`src/rtl/bca_expander.sv`:
```
// Thermometer-code expander: builds a WIDTH-bit word with N ones packed at the LSB end,
// one bit per clock, behind the same start/done handshake as the bit counter.
module bca_expander #(
  parameter int WIDTH = 8,
  parameter int CW    = 4
) (
  input  logic             clk,
  input  logic             reset,
  input  logic             start,
  input  logic [CW-1:0]    count,
  output logic [WIDTH-1:0] result,
  output logic             done,
  output logic             busy,
  output logic             sat
);

  // state   | meaning
  // S_IDLE  | waiting for start; last result and sat held
  // S_BUILD | shifting one 1 into result per clock until cnt_r reaches 0
  // S_DONE  | result valid; held until start drops
  typedef enum logic [1:0] {S_IDLE, S_BUILD, S_DONE} state_t;

  localparam logic [CW-1:0] WIDTH_C = CW'(WIDTH);

  state_t           state, state_nxt;
  logic [CW-1:0]    cnt_r, cnt_nxt;
  logic [WIDTH-1:0] result_r, result_nxt;
  logic             sat_r, sat_nxt;

  always_ff @(posedge clk or posedge reset) begin
    if (reset) begin
      state    <= S_IDLE;
      cnt_r    <= '0;
      result_r <= '0;
      sat_r    <= 1'b0;
    end else begin
      state    <= state_nxt;
      cnt_r    <= cnt_nxt;
      result_r <= result_nxt;
      sat_r    <= sat_nxt;
    end
  end

  always_comb begin
    state_nxt  = state;
    cnt_nxt    = cnt_r;
    result_nxt = result_r;
    sat_nxt    = sat_r;
    case (state)
      S_IDLE: begin
        if (start) begin
          // Clamp so the down-counter never asks for more bits than the word holds.
          cnt_nxt    = (count > WIDTH_C) ? WIDTH_C : count;
          sat_nxt    = (count > WIDTH_C);
          result_nxt = '0;
          state_nxt  = S_BUILD;
        end
      end
      S_BUILD: begin
        if (cnt_r != '0) begin
          result_nxt = {result_r[WIDTH-2:0], 1'b1};
          cnt_nxt    = cnt_r - 1'b1;
        end else begin
          state_nxt = S_DONE;
        end
      end
      S_DONE: begin
        if (!start) state_nxt = S_IDLE;
      end
      default: state_nxt = S_IDLE;
    endcase
  end

  assign result = result_r;
  assign sat    = sat_r;
  assign done   = (state == S_DONE);
  assign busy   = (state == S_BUILD);

endmodule

```
`config.mk`:
```
export PLATFORM = sky130hd
export DESIGN_NAME = bca_expander
export DESIGN_NICKNAME = d
export VERILOG_FILES = /design/src/rtl/bca_expander.sv
export SDC_FILE = /design/constraint.sdc
export NUM_CORES = 1
export LEC_CHECK = 0
export CORE_UTILIZATION = 46
export CTS_CLUSTER_SIZE = 24
export DETAILED_ROUTE_END_ITERATION = 8
export PLACE_DENSITY_LB_ADDON = 0.12
export SETUP_SLACK_MARGIN = 0.02
export SLEW_MARGIN = 20
export SYNTH_ARGS = -nofsm -noshare
export SYNTH_HDL_FRONTEND = slang
export SYNTH_SLANG_ARGS = --single-unit
```
`constraint.sdc`:
```
create_clock -name clk -period 2.13 [get_ports clk]
set_input_delay 0.3195 -clock clk [delete_from_list [all_inputs] [get_ports clk]]
set_output_delay 0.3195 -clock clk [all_outputs]
set_load 0.02 [all_outputs]
```
==> summary.txt <==
Global route
  – GRT met2 Usage: 0.281
  – GR Overflow Total: 0
  – GRT Total Usage: 0.193
  – Largest net degree at the start of global routing: 16
  – First-pass GRT wire length: 2080 um
  – Most used routing layer: met2
  – Routing usage on met3: 0.0326
  – Vias in the first global route: 481
  – Initial antenna violation count: 0
  – M1 GR Usage: 0.272

Clock tree
  – TritonCTS Buffers: 3
  – CTS Root Buffer Type: clkbuf_4
  – # H-tree levels: 1
  – Post-CTS Setup Bufs: 0
  – Post-CTS sizing: 0
  – Clk buf depth: 2
  – Clk sinks: 15
  – Clk Latency, worst-skew pair: 0.29 ns
  – Hold Buf Count CTS: 0
  – CTS tree: built
  – Clock transition at path regs: 0.09 ns

Logic synthesis
  – Yosys top cell by area: dfrtp_1
  – Synth unique cells: 29
  – Largest family of logic cells by synthesized area: compound AO/OA/AOI/OAI gates
  – Most common cell in the netlist: dfrtp_1
  – Compound-Gate Fraction of Synth Area: 0.254
  – Post-synthesis sequential area ratio: 0.529
  – Flops & latches, synth: 15
  – Syn Area/Cell: 11.8 um^2
  – Top cells by area, synth: dfrtp_1, a22o_2, inv_1
  – Post-Synth XOR/XNOR Area: 0
  – Mux cell area share after synthesis: 0.0141
  – Post-synth top area share: 0.529
  – Async set or reset register ratio after synthesis: 1.00
  – Synthesized net count: 68
  – Post-synthesis adder-cell area fraction: 0.0176
  – Simple-Gate Fraction of Synth Area: 0.138
  – Synthesis Warnings: 0
  – Number of synthesized flops with an enable pin: 0
  – Synth top cells by count: dfrtp_1, a22o_2, inv_1, o21ai_0
  – Cell Area, Synth: 709 um^2
  – Post-Syn Instances: 60
  – Prevailing post-synth register cell: dfrtp_1

Critical path
  – Crit path max fanout: 5
  – R2R Path Start: cnt_r[0]
  – Setup crit start kind: flop
  – Critical path, cell by cell: nand2b_1, inv_1, clkdlybuf4s50_1
  – Reg2reg setup slack: 0.42 ns
  – Crit. End Element: output port
  – Arrival time at the worst endpoint: 1.68 ns
  – Crit-path max cell delay: 0.61 ns
  – CP Class: flop to output port
  – Reg-to-Reg End: result[2]
  – FF-to-FF path depth: 5
  – CP max stage cell: clkdlybuf4s50_1
  – CP required: 1.81 ns

Power
  – Pwr Total: 1.52 mW
  – Power per cell area: 1650 nW/um^2
  – Worst VDD drop: 0.784 mV
  – Lkg Pwr: 0.392 nW

Floorplan
  – Starting Density: 0.519
  – Die H: 41.3 um
  – I/O Pins: 18
  – Die area: 1700 um^2
  – Core ar.: 1370 um^2
  – Site row count: 13
  – DIE WIDTH: 41.3 um

STA
  – Final Cycle Share: 0.940
  – Worst Skew: 0.00308 ns
  – Crit path time final: 2.00 ns
  – Unrepaired setup endpoints after global routing: no
  – Final TNS setup: 0 ns
  – Final worst slack: 0.128 ns
  – Slew Viols, Final: 0
  – FMAX: 0.500 GHz
  – Setup violators final: 0
  – Worst Tran Pin Value: 0.562 ns
  – Max_slew headroom: 0.625
  – Count of final hold-check violations: 0

Layout
  – Final nets: 90
  – Seq. cell area: 375 um^2
  – Ant diodes: 0
  – Post-layout util: 0.675
  – # fillers: 110
  – Multi-input gate area: 300 um^2
  – Final instance area: 922 um^2
  – Layout area overhead: 30.0%
  – Share of cells above drive strength 1: 0.198

Hold path
  – Hold crit path type: input pin to asynchronous set/reset pin

Route
  – Vias/cell: 5.66
  – Via count: 543
  – Initial DRC count: 15
  – Drt drc: 0
  – Drt pass-1 iters: 4
  – DR WL/cell: 14.2 um
  – Post-route ant nets: 0
  – Total Routed Length: 1370 um

Placement
  – Pre-CTS setup slack: 0.299 ns
  – Post-DP Area: 895 um^2
  – Port bufs: 17
  – Gp weighted congestion: 0.903
  – DP Wirelength: 1030 um

Run status
  – Status: finished, final reports clean

Flow run
  – # Max-Cap Violations: 0
## logic make-up (layout without fill, tap and decap cells)
family	after synthesis	after routing
compound gates	22	22
flops	15	15
simple gates	14	14
buf+inv	7	28
fa+ha+maj	1	1
mux	1	1
## layer usage
layer  wire length [um]  vias to the layer above
li1                   -                      269
met1                690                      253
met2                593                       17
met3                 60                        4
met4                 23                        0
met5                  0                        -
## layout by cell type, fill, tap and decap left out, types with 2 or more instances in the layout
master	count
a22o_2	7
clkdlybuf4s50_1	17
o21ai_0	3
dfrtp_1	15
a211oi_1	2
inv_1	6
nor2_1	2
nor2b_1	2
nor3b_1	2
clkbuf_4	3
## where the power goes
group / switching, mW / internal (mW)
Sequential: 0.110 / 0.419
Clock: 0.0960 / 0.0698
Combinational: 0.388 / 0.442
## worst max-delay path by stage
stage                  start       end
floorplan           cnt_r[0]  cnt_r[2]
global placement       start  cnt_r[1]
detailed placement     start  cnt_r[1]
CTS                 state[1]      busy
global route        state[1]      busy
finish              state[1]      busy
## metrics by stage
step	hold slack [ns]	instances
after floorplan	0.221	60
after global placement	0.458	92
after detailed placement	0.467	92
after CTS	0.390	96
after global routing	0.433	96
final	0.376	96
## flip-flops by register name (all words and copies together) (netlist names)
register	flops
sat	1
state	2
cnt_r	4
result	8
## layout make-up
cell class,instances,share of cell area
Clock buffer,3,0.0244
Clock inverter,1,0.00543
Inverter,6,0.0244
Multi-Input combinational cell,38,0.326
Sequential cell,15,0.407
Tap cell,15,0.0204
Timing Repair Buffer,18,0.193
## critical path: cells and delay by family, from the launching register on
| family | cells | cell delay, ns |
|---|---|---|
| buffers and inverters | 2 | 0.73 |
| DFF | 1 | 0.42 |
| and+or+nand+nor | 1 | 0.24 |
Power figures use the tool's default switching activity.
